--- src/rtl/seg7_scan_drv.sv ---
`default_nettype none
// ============================================================================
// Module   : seg7_scan_drv
// Purpose  : Multiplexed 7-segment scan driver. Active-low segments, decimal
//            point and one-hot digit select, with hex decode, leading-zero
//            blanking and ghost blanking at the start of each digit slot.
//            Optional per-digit blinking is built only when SEG7_BLINK_EN
//            is defined.
// Revision : 1.0 - initial release
// ============================================================================
module seg7_scan_drv #(
  parameter int DIGITS    = 6,
  parameter int SCAN_DIV  = 50000,
  parameter int BLINK_DIV = 25000000
) (
  input  logic                  sysclk,
  input  logic                  rst_n,
  input  logic                  vld,
  input  logic [4*DIGITS-1:0]   num,
  input  logic [DIGITS-1:0]     dp_in,
  input  logic [DIGITS-1:0]     blink_mask,
  input  logic                  blank_lz,
  output logic [6:0]            seg,
  output logic                  seg_dp,
  output logic [DIGITS-1:0]     sel,
  output logic                  frame_tick
);

  localparam int IDX_W = (DIGITS > 1) ? $clog2(DIGITS) : 1;
  localparam int CNT_W = $clog2(SCAN_DIV);
  localparam logic [CNT_W-1:0] SLOT_LAST = CNT_W'(SCAN_DIV - 1);
  localparam logic [IDX_W-1:0] IDX_LAST  = IDX_W'(DIGITS - 1);
  localparam logic [6:0]       SEG_OFF   = 7'h7F;

  logic [CNT_W-1:0]    slot_cnt;
  logic [IDX_W-1:0]    idx;
  logic [4*DIGITS-1:0] num_sh;
  logic [DIGITS-1:0]   dp_sh;
  logic                slot_wrap;
  logic [DIGITS-1:0]   lz;
  logic                blink_cur;
  logic                blank_cur;
  logic [3:0]          nib_cur;

  // Hex nibble to active-low {g,f,e,d,c,b,a}
  function automatic logic [6:0] hex_decode(input logic [3:0] n);
    logic [6:0] s;
    s = SEG_OFF;
    case (n)
      4'h0: s = 7'h40;
      4'h1: s = 7'h79;
      4'h2: s = 7'h24;
      4'h3: s = 7'h30;
      4'h4: s = 7'h19;
      4'h5: s = 7'h12;
      4'h6: s = 7'h02;
      4'h7: s = 7'h78;
      4'h8: s = 7'h00;
      4'h9: s = 7'h10;
      4'hA: s = 7'h08;
      4'hB: s = 7'h03;
      4'hC: s = 7'h46;
      4'hD: s = 7'h21;
      4'hE: s = 7'h06;
      4'hF: s = 7'h0E;
      default: s = SEG_OFF;
    endcase
    return s;
  endfunction

  assign slot_wrap  = (slot_cnt == SLOT_LAST);
  // Derived from the counters so it is high during the cycle whose closing
  // edge wraps the index back to digit 0; reset forces both counters to 0.
  assign frame_tick = slot_wrap && (idx == IDX_LAST);

  // Shadow registers capture the display data on every load strobe
  always_ff @(posedge sysclk or negedge rst_n) begin
    if (!rst_n) begin
      num_sh <= '0;
      dp_sh  <= '0;
    end else if (vld) begin
      num_sh <= num;
      dp_sh  <= dp_in;
    end
  end

  // Slot counter and digit index; the load strobe never touches the scan
  always_ff @(posedge sysclk or negedge rst_n) begin
    if (!rst_n) begin
      slot_cnt <= '0;
      idx      <= '0;
    end else if (slot_wrap) begin
      slot_cnt <= '0;
      idx      <= (idx == IDX_LAST) ? '0 : idx + 1'b1;
    end else begin
      slot_cnt <= slot_cnt + 1'b1;
    end
  end

  // lz[i] is set when nibbles i..DIGITS-1 are all zero
  genvar gi;
  generate
    for (gi = 0; gi < DIGITS; gi++) begin : g_lz
      assign lz[gi] = ~|num_sh[4*DIGITS-1:4*gi];
    end
  endgenerate

`ifdef SEG7_BLINK_EN
  localparam int BLK_W = $clog2(BLINK_DIV);
  localparam logic [BLK_W-1:0] BLK_LAST = BLK_W'(BLINK_DIV - 1);

  logic [BLK_W-1:0]  blk_cnt;
  logic              blk_phase;
  logic [DIGITS-1:0] bm_sh;

  // Blink mask shadow follows the same load strobe as the digit data
  always_ff @(posedge sysclk or negedge rst_n) begin
    if (!rst_n) begin
      bm_sh <= '0;
    end else if (vld) begin
      bm_sh <= blink_mask;
    end
  end

  // Free-running blink half-period counter toggling the blink phase
  always_ff @(posedge sysclk or negedge rst_n) begin
    if (!rst_n) begin
      blk_cnt   <= '0;
      blk_phase <= 1'b0;
    end else if (blk_cnt == BLK_LAST) begin
      blk_cnt   <= '0;
      blk_phase <= ~blk_phase;
    end else begin
      blk_cnt <= blk_cnt + 1'b1;
    end
  end

  assign blink_cur = blk_phase && bm_sh[idx];
`else
  logic unused_blink;
  assign unused_blink = ^blink_mask;
  assign blink_cur    = 1'b0;
`endif

  assign nib_cur   = num_sh[4*idx +: 4];
  // Digit 0 is never leading-zero blanked, so a zero value still shows "0"
  assign blank_cur = (blank_lz && (idx != '0) && lz[idx]) || blink_cur;

  // Registered outputs computed from the current index and shadows
  always_ff @(posedge sysclk or negedge rst_n) begin
    if (!rst_n) begin
      seg    <= SEG_OFF;
      seg_dp <= 1'b1;
      sel    <= '1;
    end else begin
      seg    <= blank_cur ? SEG_OFF : hex_decode(nib_cur);
      seg_dp <= blank_cur ? 1'b1 : ~dp_sh[idx];
      // All digits off for the first cycle of each slot to hide ghosting
      sel    <= (slot_cnt == '0) ? '1 : ~(DIGITS'(1) << idx);
    end
  end

endmodule
`default_nettype wire
--- config.mk ---
export PLATFORM = sky130hd
export DESIGN_NAME = seg7_scan_drv
export DESIGN_NICKNAME = d
export VERILOG_FILES = /design/src/rtl/seg7_scan_drv.sv
export SDC_FILE = /design/constraint.sdc
export NUM_CORES = 1
export LEC_CHECK = 0
export BUFFER_PORTS_ARGS = -buffer_cell sky130_fd_sc_hd__buf_2
export CELL_PAD_IN_SITES_DETAIL_PLACEMENT = 2
export CELL_PAD_IN_SITES_GLOBAL_PLACEMENT = 2
export CORE_UTILIZATION = 41
export CTS_BUF_LIST = sky130_fd_sc_hd__clkbuf_2
export DETAILED_ROUTE_END_ITERATION = 16
export GPL_ROUTABILITY_DRIVEN = 0
export PLACE_DENSITY = 0.92
export SYNTH_ARGS = -nofsm -noshare
export SYNTH_HDL_FRONTEND = slang
export SYNTH_SLANG_ARGS = --single-unit
--- constraint.sdc ---
create_clock -name sysclk -period 5.4 [get_ports sysclk]
set_input_delay 1.08 -clock sysclk [delete_from_list [all_inputs] [get_ports sysclk]]
set_output_delay 1.08 -clock sysclk [all_outputs]
set_load 0.02 [all_outputs]
Word level (Yosys, flattened, before mapping)
Memory sizes are Yosys's and may differ from the RTL's.
Cells that the tools add are included.
{"block": "classes", "addsub": 2, "multipliers": 0, "n_div": 0, "magnitude_cmp": 1, "n_eq_ne": 2, "n_shift": 2, "n_mux": 9, "bitwise": 2, "n_reduce_logical": 17}
{"op": "OR reduction 24 bit", "n": 1}
{"op": "variable part select 24 x 6 -> 4 bit", "n": 1}
{"op": "OR reduction 20 bit", "n": 1}
{"op": "adder 16 x 1 -> 16 bit, second input constant", "n": 1}
{"op": "equality test 16 bit, second input constant", "n": 1}
{"op": "zero test 16 bit", "n": 1}
{"op": "two-way mux 16 bit", "n": 1}
{"op": "OR reduction 16 bit", "n": 1}
{"op": "OR reduction 12 bit", "n": 1}
{"op": "OR reduction 8 bit", "n": 1}
{"op": "two-way mux 7 bit", "n": 1}
{"op": "binary-select mux 1 bit (select 3 bit)", "n": 2}
{"op": "zero test 1 bit", "n": 6}
{"op": "two-way mux 6 bit", "n": 1}
{"op": "NOT 6 bit", "n": 1}
{"op": "left shift 1 x 3 -> 6 bit, first input constant", "n": 1}
{"op": "< comparator 3 x 4 -> 1 bit, second input constant", "n": 1}
{"op": "OR reduction 4 bit", "n": 1}
{"op": "adder 3 x 1 -> 3 bit, second input constant", "n": 1}
{"op": "equality test 3 bit, second input constant", "n": 1}
{"op": "logical AND 1 bit", "n": 3}
{"op": "two-way mux 1 bit", "n": 3}
{"op": "two-way mux 3 bit", "n": 1}
{"op": "nonzero test 3 bit", "n": 1}
{"op": "NOT 1 bit", "n": 1}
{"block": "totals", "ff_bits": 63, "latchBits": 0, "ram_bits": 0, "rom_bits": 112, "input_bits": 40, "n_memories": 1}
{"name": "(name not given)", "words": 16, "width": 7, "rd": 1, "rd_ports_with_merged_regs": 0, "write_ports": 0, "line": "49", "source": "case (n)"}

Logic depth before layout (Yosys ltp)
{"block": "depth", "depth_word": 6, "depth_mapped": 10, "ltp_nobuf": 8}

Worst setup path before layout
OpenSTA, ideal clock, no wires.
{"block": "synth_path", "path_kind": "reg-to-output", "start": "reg slot_cnt[13]", "end": "out frame_tick", "t_arrival_ps": 1794, "setup_slack_ps": 2526, "stages_incl_launch_ff": 6, "n_path_buf": 1, "cell_sequence": "dfrtp_1 > or4_1 > nor4_2 > and3_2 > buf_4 > and3_1"}
{"block": "synth_via", "elab_chain_cells": 2}
{"item": "from (decl)", "line": "35", "source": "logic [CNT_W-1:0] slot_cnt;"}
{"item": "from (signal assigned)", "line": "96", "source": "slot_cnt <= slot_cnt + 1'b1;"}
{"item": "equality test 16 bit", "line": "71", "source": "assign slot_wrap = (slot_cnt == SLOT_LAST);"}
{"item": "logical AND 1 bit", "line": "74", "source": "assign frame_tick = slot_wrap && (idx == IDX_LAST);"}
{"item": "to (decl)", "line": "26", "source": "output logic frame_tick"}
No other way between the ends.

Final worst setup path
Ends and elaborated chain as after synthesis.

==> results.json <==
{
  "critical_path_class": "register to output port",
  "synth_area_um2": 3110,
  "die-area_um2": 7940,
  "nets": 361,
  "htree_levels": 3,
  "fin_ws_ns": 1.74,
  "clk_pin_slew_worst_paths_ns": 0.16,
  "io-pin-count": 55,
  "grt_max_degree": 64,
  "grt_pass1_vias": 2539,
  "wl_met1_um": 3500,
  "wl_met2_um": 4110,
  "top_layer": "met4",
  "syn_to_final_growth_pct": 14.3,
  "numCtsBuffers": 9,
  "yosysSeqAreaShare_pct": 51.2,
  "worstPathArrival_ns": 2.58,
  "cts_resized": 0,
  "detail-route-antenna-nets": 0,
  "nFillCells": 780,
  "synthArstFlopShare_pct": 100,
  "required_ns": 4.32,
  "synth_cells": 262,
  "routedWlPerCell_um": 19.4,
  "cts_buffer_depth": 2,
  "worstMarginPinSlew_ns": 0.829,
  "cts_hold_buf": 0,
  "finClkSkew_ns": 0.0179,
  "setup_violations": 0,
  "clock_latency_ns": 0.50,
  "rows": 31,
  "cts_num_sinks": 63,
  "cap_violations": 0,
  "synthDistinctLibCells": 51,
  "die_h_um": 89.1,
  "post-dp-hpwl_um": 5940,
  "hold_class": "register to register",
  "synth-seq-cells": 63,
  "grt_pass1_wl_um": 13000,
  "synth_enable_flop_cells": 0,
  "die_x_um": 89.1,
  "cts-root-buf": "clkbuf_2",
  "ir_drop_uv": 111,
  "vias_per_cell": 5.43,
  "vias": 2265,
  "gr-total-overflow": 0,
  "post_cts_buffers": 0,
  "grt_use_total_pct": 22.6,
  "synth-warning-count": 0,
  "fin_setup_tns_ns": 0,
  "wirelength_um": 8100,
  "seq_area_um2": 1590,
  "path_max_fanout": 13,
  "grt_antenna_before_repair": 0,
  "grt_setup_unrepaired": "false",
  "synthesis.nets": 311,
  "drive_gt1_share_pct": 39.1,
  "drc": 0,
  "period_needed_ns": 3.66,
  "cp-end-kind": "output port",
  "drv_slew": 0,
  "tritoncts": "done",
  "finalCritPeriodShare_pct": 67.8,
  "power.density_nw_per_um2": 276,
  "coreArea_um2": 7290,
  "start_kind": "register",
  "max_freq_mhz": 273,
  "multi_input_area_um2": 1420,
  "preCtsSetupSlack_ns": 2.31,
  "hold_slack_ns": 0.530,
  "finalHoldViolations": 0,
  "avgSynthCellArea_um2": 11.9,
  "relSlewSlack_pct": 44.6,
  "drtIter0Drc": 72,
  "synth_flop_cell": "dfrtp_1",
  "drt-pass1-iter-count": 4,
  "met3_length_um": 344,
  "status": "finished clean",
  "initial_core_util_pct": 42.7,
  "leakage_nw": 1.59,
  "portBuffers": 48
}
## cells in the mapped netlist (2+ instances only)
cell type   n  area share (%)
and2_1      2            0.40
dfstp_2    14              12
clkbuf_1    5            0.60
nor2_1     17             2.1
inv_1       8            0.97
xor2_1     10             2.8
nor4_1      6             1.2
xnor2_1     5             1.4
ha_1        9             3.6
mux4_2      4             2.9
a21o_1      3            0.72
a22oi_1     2            0.48
nor2b_1     2            0.40
mux2i_1     5             1.6
nor3_1      4            0.64
nand2b_1    2            0.40
a31oi_1     2            0.40
buf_2       2            0.32
dfrtp_1    49              39
mux2_2     37              13
nand3_1    16             2.6
buf_4       3            0.72
nand2_1    17             2.1
and3_1      3            0.60
a21oi_1     5            0.80
o21ai_0     5            0.80
## per-layer routing
metal  GRT usage, %  vias up
met5              0        -
met4           8.80        0
met3           4.71       12
met2           39.4       58
met1           27.5     1156
li1               -     1039
## cells by family after synthesis
logic type | Yosys count | share of synthesized area, %
simple gates | 78 | 12.6
flops | 63 | 51.2
mux | 47 | 18.4
compound gates | 31 | 6.96
buf+inv | 19 | 2.98
xor+xnor | 15 | 4.22
fa+ha+maj | 9 | 3.62
## report_power, final
part	switching (mW)	total (mW)	internal (mW)	leakage (nW)
Sequential	0.0226	0.533	0.511	0.749
Combinational	0.0692	0.129	0.0602	0.761
Clock	0.168	0.318	0.150	0.0784
## path summary, 6_finish.rpt
path | endpoint | depth (start not counted) | slack [ns] | from
worst min-delay path | dp_sh[4]$_DFFE_PN0P_ | 1 | 0.53 | dp_sh[4]$_DFFE_PN0P_
worst max register to register | seg[0]$_DFF_PN1_ | 8 | 2.42 | idx[1]$_DFFE_PN0N_
min in group asynchronous | slot_cnt[9]$_DFF_PN0_ | 2 | 0.72 | rst_n
worst min register to register | dp_sh[4]$_DFFE_PN0P_ | 1 | 0.53 | dp_sh[4]$_DFFE_PN0P_
worst max-delay path | frame_tick | 5 | 1.74 | slot_cnt[13]$_DFF_PN0_
max in group asynchronous | num_sh[11]$_DFFE_PN0P_ | 2 | 4.16 | rst_n
## placed cells by master (no fill, tap or decap), types with 6 or more instances in the layout
cell type / instances
mux2_2: 37
buf_2: 48
ha_1: 9
dfrtp_1: 49
xor2_1: 10
dfstp_2: 14
nor4_1: 6
nor2_1: 17
nand3_1: 16
nand2_1: 17
inv_1: 8
clkbuf_2: 10
## critical path: stages, from the launching register on
cell	delay [ns]
dfrtp_1	0.45
or4_1	0.56
nor4_2	0.29
and3_2	0.43
and3_1	0.20
buf_2	0.16
## state kept, by name, summed over array words and instances, names as in the netlist
signal / count
slot_cnt: 16
seg: 7
sel: 6
num_sh: 24
idx: 3
dp_sh: 6
seg_dp: 1
## final cells by class
type	instances	area share, %
inverter	8	0.844
clock buffer	10	1.41
clock inverter	6	2.15
tap	99	3.48
multi-input combinational	180	40.0
antenna	1	0.0704
timing repair buffer	50	7.18
sequential	63	44.8
## through the flow
step	std cells	cell area (µm²)	util, %	power [mW]
3_3_place_gp	400	3430	47.0	0.660
4_1_cts	416	3550	48.7	0.992
2_1_floorplan	262	3110	-	0.616
5_1_grt	416	3550	48.7	1.03
6_report	417	3560	48.8	0.981
3_5_place_dp	400	3430	47.0	0.672
No activity file was read; power rests on OpenSTA's default activity.
